**src/rtl/alu_pkg.sv**
```systemverilog
// Shared opcodes, flag bit positions and result-status bundle
// for the ALU execute stage.
package alu_pkg;

    localparam logic [2:0] ALU_ADD = 3'd0;
    localparam logic [2:0] ALU_SUB = 3'd1;
    localparam logic [2:0] ALU_ADC = 3'd2;
    localparam logic [2:0] ALU_SBB = 3'd3;
    localparam logic [2:0] ALU_CMP = 3'd4;
    localparam logic [2:0] ALU_SLT = 3'd5;
    localparam logic [2:0] ALU_CLC = 3'd6;
    localparam logic [2:0] ALU_STC = 3'd7;

    localparam int FLG_V = 0;
    localparam int FLG_C = 1;
    localparam int FLG_Z = 2;
    localparam int FLG_N = 3;

    typedef struct packed {
        logic [3:0] flags;
        logic       gt;
        logic       lt;
        logic       eq;
    } alu_stat_t;

endpackage

```
**src/rtl/alu_exec_stage_if.sv**
```systemverilog
// Issue-side and writeback-side handshake bundle of the ALU
// execute stage; master drives operations, slave is the stage.
interface alu_exec_stage_if #(
    parameter int DATA_WIDTH = 64
);
    logic                  in_valid;
    logic                  in_ready;
    logic [2:0]            in_op;
    logic [DATA_WIDTH-1:0] in_a;
    logic [DATA_WIDTH-1:0] in_b;
    logic                  out_valid;
    logic                  out_ready;
    logic [DATA_WIDTH-1:0] out_res;
    logic [3:0]            out_flags;
    logic                  out_gt;
    logic                  out_lt;
    logic                  out_eq;
    logic                  carry_q;

    modport master (
        output in_valid, in_op, in_a, in_b, out_ready,
        input  in_ready, out_valid, out_res, out_flags,
        input  out_gt, out_lt, out_eq, carry_q
    );

    modport slave (
        input  in_valid, in_op, in_a, in_b, out_ready,
        output in_ready, out_valid, out_res, out_flags,
        output out_gt, out_lt, out_eq, carry_q
    );
endinterface

```
**src/rtl/alu_exec_stage_carry_lookahead.sv**
```systemverilog
// Adder/subtractor built from 4-bit lookahead groups, plus signed
// compare of the raw operands. DATA_WIDTH must be a multiple of 4.
module carry_lookahead #(
    parameter int DATA_WIDTH = 64
) (
    input  logic                  add_op_i,
    input  logic [DATA_WIDTH-1:0] a_i,
    input  logic [DATA_WIDTH-1:0] b_i,
    input  logic                  cin_i,
    output logic [DATA_WIDTH-1:0] sum_o,
    output logic                  cout_o,
    output logic                  gt_o,
    output logic                  lt_o,
    output logic                  eq_o
);
    localparam int NG = DATA_WIDTH / 4;

    logic [DATA_WIDTH-1:0] bx;
    logic [DATA_WIDTH-1:0] g;
    logic [DATA_WIDTH-1:0] p;
    logic [DATA_WIDTH-1:0] c;
    logic [NG-1:0]         gg;
    logic [NG-1:0]         pg;

    always_comb begin
        bx = add_op_i ? b_i : ~b_i;
        g  = a_i & bx;
        p  = a_i ^ bx;
    end

    always_comb begin
        logic cy;
        cy = cin_i;
        c  = '0;
        gg = '0;
        pg = '0;
        for (int j = 0; j < NG; j++) begin
            gg[j] = g[4*j+3]
                  | (p[4*j+3] & g[4*j+2])
                  | (&p[4*j+2 +: 2] & g[4*j+1])
                  | (&p[4*j+1 +: 3] & g[4*j]);
            pg[j] = &p[4*j +: 4];
            c[4*j]   = cy;
            c[4*j+1] = g[4*j] | (p[4*j] & cy);
            c[4*j+2] = g[4*j+1]
                     | (p[4*j+1] & g[4*j])
                     | (&p[4*j +: 2] & cy);
            c[4*j+3] = g[4*j+2]
                     | (p[4*j+2] & g[4*j+1])
                     | (&p[4*j+1 +: 2] & g[4*j])
                     | (&p[4*j +: 3] & cy);
            cy = gg[j] | (pg[j] & cy);
        end
        cout_o = cy;
    end

    assign sum_o = p ^ c;
    assign eq_o  = (a_i == b_i);
    assign lt_o  = $signed(a_i) < $signed(b_i);
    assign gt_o  = !lt_o && !eq_o;

endmodule

```
**src/rtl/alu_exec_stage.sv**
```systemverilog
// Registered ALU execute stage with architectural carry flag.
// Define ALU_EXEC_SKID_EN to add a 1-entry skid register.
module alu_exec_stage
    import alu_pkg::*;
#(
    parameter int DATA_WIDTH = 64
) (
    input logic             clk,
    input logic             reset,
    alu_exec_stage_if.slave io
);
    localparam int MSB = DATA_WIDTH - 1;

    logic                  accept;
    logic                  sub_op;
    logic                  cin;
    logic [DATA_WIDTH-1:0] sum;
    logic                  cout;
    logic                  gt;
    logic                  lt;
    logic                  eq;
    logic [DATA_WIDTH-1:0] op_res;
    alu_stat_t             op_stat;
    logic                  op_cf;
    logic                  cf_q, cf_d;
    logic                  out_valid_q, out_valid_d;
    logic [DATA_WIDTH-1:0] res_q, res_d;
    alu_stat_t             stat_q, stat_d;

    assign accept = io.in_valid && io.in_ready;

    always_comb begin
        sub_op = 1'b0;
        cin    = 1'b0;
        unique case (io.in_op)
            ALU_SUB, ALU_CMP, ALU_SLT: begin
                sub_op = 1'b1;
                cin    = 1'b1;
            end
            ALU_ADC: cin = cf_q;
            ALU_SBB: begin
                sub_op = 1'b1;
                cin    = cf_q;
            end
            default: ;
        endcase
    end

    carry_lookahead #(.DATA_WIDTH(DATA_WIDTH)) u_cla (
        .add_op_i (!sub_op),
        .a_i      (io.in_a),
        .b_i      (io.in_b),
        .cin_i    (cin),
        .sum_o    (sum),
        .cout_o   (cout),
        .gt_o     (gt),
        .lt_o     (lt),
        .eq_o     (eq)
    );

    always_comb begin
        op_res  = sum;
        op_cf   = cout;
        op_stat = '0;
        op_stat.flags[FLG_N] = sum[MSB];
        op_stat.flags[FLG_Z] = (sum == '0);
        op_stat.flags[FLG_C] = cout;
        op_stat.flags[FLG_V] = (sum[MSB] != io.in_a[MSB]) &&
            (sub_op ? (io.in_a[MSB] != io.in_b[MSB])
                    : (io.in_a[MSB] == io.in_b[MSB]));
        op_stat.gt = gt;
        op_stat.lt = lt;
        op_stat.eq = eq;
        unique case (io.in_op)
            ALU_CMP: op_res = '0;
            ALU_SLT: begin
                op_res = {{(DATA_WIDTH-1){1'b0}}, lt};
                op_cf  = cf_q;
            end
            ALU_CLC, ALU_STC: begin
                op_res  = '0;
                op_cf   = (io.in_op == ALU_STC);
                op_stat = '0;
                op_stat.flags[FLG_Z] = 1'b1;
                op_stat.flags[FLG_C] = op_cf;
            end
            default: ;
        endcase
    end

    assign cf_d = accept ? op_cf : cf_q;

`ifdef ALU_EXEC_SKID_EN
    logic                  skid_valid_q, skid_valid_d;
    logic                  in_ready_q;
    logic [DATA_WIDTH-1:0] skid_res_q, skid_res_d;
    alu_stat_t             skid_stat_q, skid_stat_d;

    assign io.in_ready = in_ready_q;

    // An op accepted while stalled parks in the skid entry and
    // drains ahead of any newer op, keeping result order.
    always_comb begin
        out_valid_d  = out_valid_q;
        res_d        = res_q;
        stat_d       = stat_q;
        skid_valid_d = skid_valid_q;
        skid_res_d   = skid_res_q;
        skid_stat_d  = skid_stat_q;
        if (!out_valid_q || io.out_ready) begin
            if (skid_valid_q) begin
                out_valid_d  = 1'b1;
                res_d        = skid_res_q;
                stat_d       = skid_stat_q;
                skid_valid_d = 1'b0;
            end else begin
                out_valid_d = accept;
                if (accept) begin
                    res_d  = op_res;
                    stat_d = op_stat;
                end
            end
        end else if (accept) begin
            skid_valid_d = 1'b1;
            skid_res_d   = op_res;
            skid_stat_d  = op_stat;
        end
    end

    always_ff @(posedge clk) begin
        if (reset) begin
            skid_valid_q <= 1'b0;
            in_ready_q   <= 1'b1;
            skid_res_q   <= '0;
            skid_stat_q  <= '0;
        end else begin
            skid_valid_q <= skid_valid_d;
            in_ready_q   <= !skid_valid_d;
            skid_res_q   <= skid_res_d;
            skid_stat_q  <= skid_stat_d;
        end
    end
`else
    assign io.in_ready = !out_valid_q || io.out_ready;

    always_comb begin
        out_valid_d = out_valid_q;
        res_d       = res_q;
        stat_d      = stat_q;
        if (!out_valid_q || io.out_ready) begin
            out_valid_d = accept;
            if (accept) begin
                res_d  = op_res;
                stat_d = op_stat;
            end
        end
    end
`endif

    always_ff @(posedge clk) begin
        if (reset) begin
            out_valid_q <= 1'b0;
            res_q       <= '0;
            stat_q      <= '0;
            cf_q        <= 1'b0;
        end else begin
            out_valid_q <= out_valid_d;
            res_q       <= res_d;
            stat_q      <= stat_d;
            cf_q        <= cf_d;
        end
    end

    assign io.out_valid = out_valid_q;
    assign io.out_res   = res_q;
    assign io.out_flags = stat_q.flags;
    assign io.out_gt    = stat_q.gt;
    assign io.out_lt    = stat_q.lt;
    assign io.out_eq    = stat_q.eq;
    assign io.carry_q   = cf_q;

endmodule

```
**src/flat_wrapper.sv**
```systemverilog
// flat-port wrapper written by rule: the top's interface ports become plain ports
module alu_exec_stage_flat import alu_pkg::*;
#(
    parameter int DATA_WIDTH = 64
)
  (clk, reset, io_in_valid, io_in_op, io_in_a, io_in_b, io_out_ready, io_in_ready, io_out_valid, io_out_res, io_out_flags, io_out_gt, io_out_lt, io_out_eq, io_carry_q);
  alu_exec_stage_if #(.DATA_WIDTH(DATA_WIDTH)) io_i ();
  input logic clk;
  input logic reset;
  input wire logic [$bits(io_i.in_valid)-1:0] io_in_valid;
  input wire logic [$bits(io_i.in_op)-1:0] io_in_op;
  input wire logic [$bits(io_i.in_a)-1:0] io_in_a;
  input wire logic [$bits(io_i.in_b)-1:0] io_in_b;
  input wire logic [$bits(io_i.out_ready)-1:0] io_out_ready;
  output wire logic [$bits(io_i.in_ready)-1:0] io_in_ready;
  output wire logic [$bits(io_i.out_valid)-1:0] io_out_valid;
  output wire logic [$bits(io_i.out_res)-1:0] io_out_res;
  output wire logic [$bits(io_i.out_flags)-1:0] io_out_flags;
  output wire logic [$bits(io_i.out_gt)-1:0] io_out_gt;
  output wire logic [$bits(io_i.out_lt)-1:0] io_out_lt;
  output wire logic [$bits(io_i.out_eq)-1:0] io_out_eq;
  output wire logic [$bits(io_i.carry_q)-1:0] io_carry_q;
  assign io_i.in_valid = io_in_valid;
  assign io_i.in_op = io_in_op;
  assign io_i.in_a = io_in_a;
  assign io_i.in_b = io_in_b;
  assign io_i.out_ready = io_out_ready;
  assign io_in_ready = io_i.in_ready;
  assign io_out_valid = io_i.out_valid;
  assign io_out_res = io_i.out_res;
  assign io_out_flags = io_i.out_flags;
  assign io_out_gt = io_i.out_gt;
  assign io_out_lt = io_i.out_lt;
  assign io_out_eq = io_i.out_eq;
  assign io_carry_q = io_i.carry_q;
  alu_exec_stage #(.DATA_WIDTH(DATA_WIDTH)) u_core (.clk(clk), .reset(reset), .io(io_i));
endmodule
```
**config.mk**
```make
export PLATFORM = sky130hd
export DESIGN_NAME = alu_exec_stage_flat
export DESIGN_NICKNAME = d
export VERILOG_FILES = /design/src/rtl/alu_pkg.sv /design/src/rtl/alu_exec_stage_if.sv /design/src/rtl/alu_exec_stage_carry_lookahead.sv /design/src/rtl/alu_exec_stage.sv /design/src/flat_wrapper.sv
export SDC_FILE = /design/constraint.sdc
export NUM_CORES = 1
export LEC_CHECK = 0
export BUFFER_PORTS_ARGS = -buffer_cell sky130_fd_sc_hd__buf_2
export CAP_MARGIN = 20
export CORE_MARGIN = 5
export CORE_UTILIZATION = 60
export CTS_CLUSTER_SIZE = 24
export DETAILED_ROUTE_END_ITERATION = 10
export PLACE_DENSITY = 0.95
export SYNTH_ARGS = -nofsm -noshare
export SYNTH_HDL_FRONTEND = slang
export SYNTH_SLANG_ARGS = --single-unit
```
**constraint.sdc**
```tcl
create_clock -name clk -period 17.09 [get_ports clk]
set_input_delay 5.127 -clock clk [delete_from_list [all_inputs] [get_ports clk]]
set_output_delay 5.127 -clock clk [all_outputs]
set_load 0.005 [all_outputs]
```
==> run_results.csv <==
group,metric,value,unit
placed_design,gp_congestion,0.957,
critical_path,required,17360,ps
synthesis,synth_fp_nets,1361,
global_routing,track_usage,0.307,
power_and_ir_drop,p_leak,0.00491,µW
synthesis,synth_cell_types,69,
layout,nNetsFinal,1545,
critical_path,r2r_slack,11600,ps
drt,ant_nets,0,
drt,vias,9072,
power_and_ir_drop,p_sw,338,µW
placed_design,place.port_buffers,208,
power_and_ir_drop,p_sw_frac,0.417,
floorplanning,row_count,43,
clocking,cts_setup_buffers,0,
power_and_ir_drop,power_density,81.8,nW/µm²
sta,hold_violations,0,
power_and_ir_drop,power_frac_seq,0.240,
layout,drive_gt1_frac,0.194,
layout,fin_util,0.715,
critical_path,r2r_end,"u_core.io.out_flags[2]",
floorplanning,die_y,128,µm
sta,slew_headroom,0.415,
power_and_ir_drop,pwr-share-comb,0.509,
sta,finalSetupViolations,0,
floorplanning,coreArea,13800,µm²
layout,final_cells,1450,
hold_path,holdPathStages,2,
sta,fin_skew,15.9,ps
critical_path,cp_slowest_cell,"o21ai_1",
global_routing,first_global_vias,8655,
flow_run,drv_cap,0,
critical_path,cp_data_arrival_time,12070,ps
placed_design,dp_cells,1435,
critical_path,critPathMaxFanout,36,
power_and_ir_drop,p_int,472,µW
critical_path,cp.buffers_inverters,2,
layout,layout_commonest_cell,"buf_2",
global_routing,gr-total-overflow,0,
drt,vias_per_cell,6.26,
global_routing,grt_max_degree,82,
clocking,cts_made_buffers,9,
critical_path,end_kind,"flip-flop",
sta,setup_tns,0,ps
hold_path,hp-class,"reg -> reg",
layout,final_cell_mix,"buf_2, ha_1, nor2_1",
sta,rsz0062_at_grt,"no",
synthesis,syn_area,8420,µm²
sta,slew_violations,0,
layout,diodes,0,
clocking,hold_buffers,0,
synthesis,ys.flop_type,"dfxtp_1",
power_and_ir_drop,clockPowerShare,0.251,
drt,drt-total-wl,26400,µm
placed_design,dp.final_hpwl,21100,µm
sta,max_freq,0.0847,GHz
clocking,cts_htree_levels,3,
synthesis,syn_avg_cell_area,7.78,µm²
power_and_ir_drop,vdd_drop_max,0.0567,mV
global_routing,antenna_found_initial,0,
critical_path,crit_family,"compound AO/OA/AOI/OAI gates",
synthesis,yosys_warnings,0,
drt,drtIter0Drc,947,
floorplanning,start_util,0.609,
hold_path,hp-start,"u_core.io.out_gt",
sta,timing_worst_slew_pin_value,875,ps
clocking,cts_tree,"yes",
synthesis,synth_seq_area_share,0.174,
critical_path,r2r-start,"u_core.io.carry_q",
clocking,clk_pin_slew_worst_paths,60,ps
hold_path,min_to,"u_core.io.out_gt",
clocking,postCtsResizedCells,0,
sta,period_minus_slack,11800,ps
outcome,run_status,"finished, final reports clean",
synthesis,synth-seq-cells,73,
drt,wire_per_inst,18.2,µm
floorplanning,fp.dieW,128,µm
layout,final_area,9890,µm²
synthesis,netlist_instances,1082,
floorplanning,dieArea,16500,µm²
critical_path,max_stage_delay,670,ps
sta,fin_crit_sh,0.691,
synthesis,synth_edf_count,0,
critical_path,cp_cell_sequence,"buf_2, and2_1, nor2_4, buf_4, xnor2_1, ha_1, a21oi_1, o21ai_0, o21ai_1, a211oi_1, o311a_1, o21a_1, or2_2, fa_1, xnor2_1, nand4_1, or4_1, nor4_1, nor4b_1, nand3_1, nor4_1, nand3_1, a2111o_1, o31ai_1",
drt,drc,0,
global_routing,grt_pass1_wl,41400,µm
critical_path,rr_worst_depth,18,
clocking,cts.sinks,73,
drt,drtPass1Iterations,5,
critical_path,startpoint_type,"input port",
floorplanning,ios,209,
synthesis,synthArstFlopShare,0,
clocking,clock_path_buffers,2,
critical_path,critical_path_class,"in -> reg",
placed_design,place_area,9580,µm²
clocking,clk_latency,360,ps
layout,areaGrowthSynthToFinish,17.5,%
clocking,root_buffer,"clkbuf_16",
[worst register-to-register path: cells and delay by family, from the launching register on]
kind            cells  cell delay [ps]
fa+ha+maj           1              380
simple gates        9             2180
xor+xnor            1              220
compound gates      7             2300
flops               1              340
[synthesized netlist by cell type, types with 5 or more instances]
cell	n	area, µm²
nand2b_1	7	43.8
o21a_1	13	97.6
a22oi_1	23	173
a31oi_1	6	37.5
o31a_1	5	43.8
nor2b_1	6	37.5
ha_1	128	1600
nor3_1	43	215
nor2_1	97	364
nand2_1	72	270
or2_2	5	31.3
or4_1	6	45.0
a211o_1	5	43.8
o211ai_1	10	75.1
o21ai_0	30	150
nand3_1	31	155
a21o_1	50	375
clkbuf_1	38	143
inv_1	83	312
nand4_1	29	181
or3_1	6	37.5
fa_1	16	320
xnor2_1	85	744
xor2_1	15	131
nor4_1	14	87.6
a211oi_1	6	45.0
and3_1	9	56.3
dfxtp_1	73	1460
a21oi_1	92	460
and2_1	10	62.6
[kinds of logic (layout without fill, tap and decap cells)]
| logic type | count (synthesis) | after routing | share of synthesized area |
|---|---|---|---|
| AND/OR/NAND/NOR | 349 | 349 | 0.204 |
| buffers and inverters | 125 | 313 | 0.0562 |
| adder cells (fa/ha/maj) | 144 | 144 | 0.228 |
| AO/OA/AOI/OAI | 286 | 286 | 0.228 |
| multiplexers | 5 | 5 | 0.00610 |
| XOR/XNOR | 100 | 100 | 0.104 |
| flip-flops | 73 | 73 | 0.174 |
[worst max path at each step]
| stage | from | end | slack (ps) | depth (start not counted) |
|---|---|---|---|---|
| floorplan | io_in_op[2] | u_core.io.out_flags[2] | 5830 | 26 |
| global placement | io_in_op[2] | u_core.io.out_flags[2] | 5390 | 25 |
| CTS | io_in_op[2] | u_core.io.out_flags[2] | 5430 | 25 |
| detailed placement | io_in_op[2] | u_core.io.out_flags[2] | 5110 | 25 |
| global route | io_in_op[2] | u_core.io.out_flags[2] | 4970 | 24 |
| finish | io_in_op[2] | u_core.io.out_flags[2] | 5290 | 24 |
[per-stage QoR]
stage | total power [µW] | setup slack, ps | hold WS [ps]
after global routing | 851 | 4970 | 468
final | 809 | 5290 | 453
after detailed placement | 595 | 5110 | 444
after CTS | 797 | 5430 | 454
after global placement | 586 | 5390 | 437
after floorplan | 477 | 5830 | 448
[area by class of cell]
| cell class | instances | area, µm² |
|---|---|---|
| fillers | 1062 | 3940 |
| multi-input cells | 884 | 6500 |
| clock inverters | 5 | 63.8 |
| repair buffers | 214 | 1090 |
| well taps | 180 | 225 |
| clock buffers | 10 | 239 |
| inverters | 84 | 315 |
| flip-flops and latches | 73 | 1460 |
[power groups by stage]
| stage | registers, µW | clock network [µW] | logic [µW] |
|---|---|---|---|
| finish | 194 | 203 | 412 |
| global route | 195 | 209 | 447 |
| CTS | 194 | 201 | 403 |
| detailed placement | 197 | 0 | 398 |
| global placement | 197 | 0 | 389 |
| floorplan | 197 | 0 | 280 |
[routing by layer]
metal | share of wire | wire length (µm) | global-route usage
met4 | 0.040 | 1070 | 0.132
met3 | 0.094 | 2480 | 0.0527
met2 | 0.47 | 12400 | 0.529
met1 | 0.39 | 10400 | 0.376
met5 | 0 | 0 | 0
[registers in the layout (all words and copies together) (netlist names)]
register             flops
u_core.io.out_res       64
u_core.io.out_flags      4
u_core.io.carry_q        1
u_core.io.out_eq         1
u_core.io.out_gt         1
u_core.io.out_lt         1
u_core.io.out_valid      1
Power figures use the tool's default switching activity.
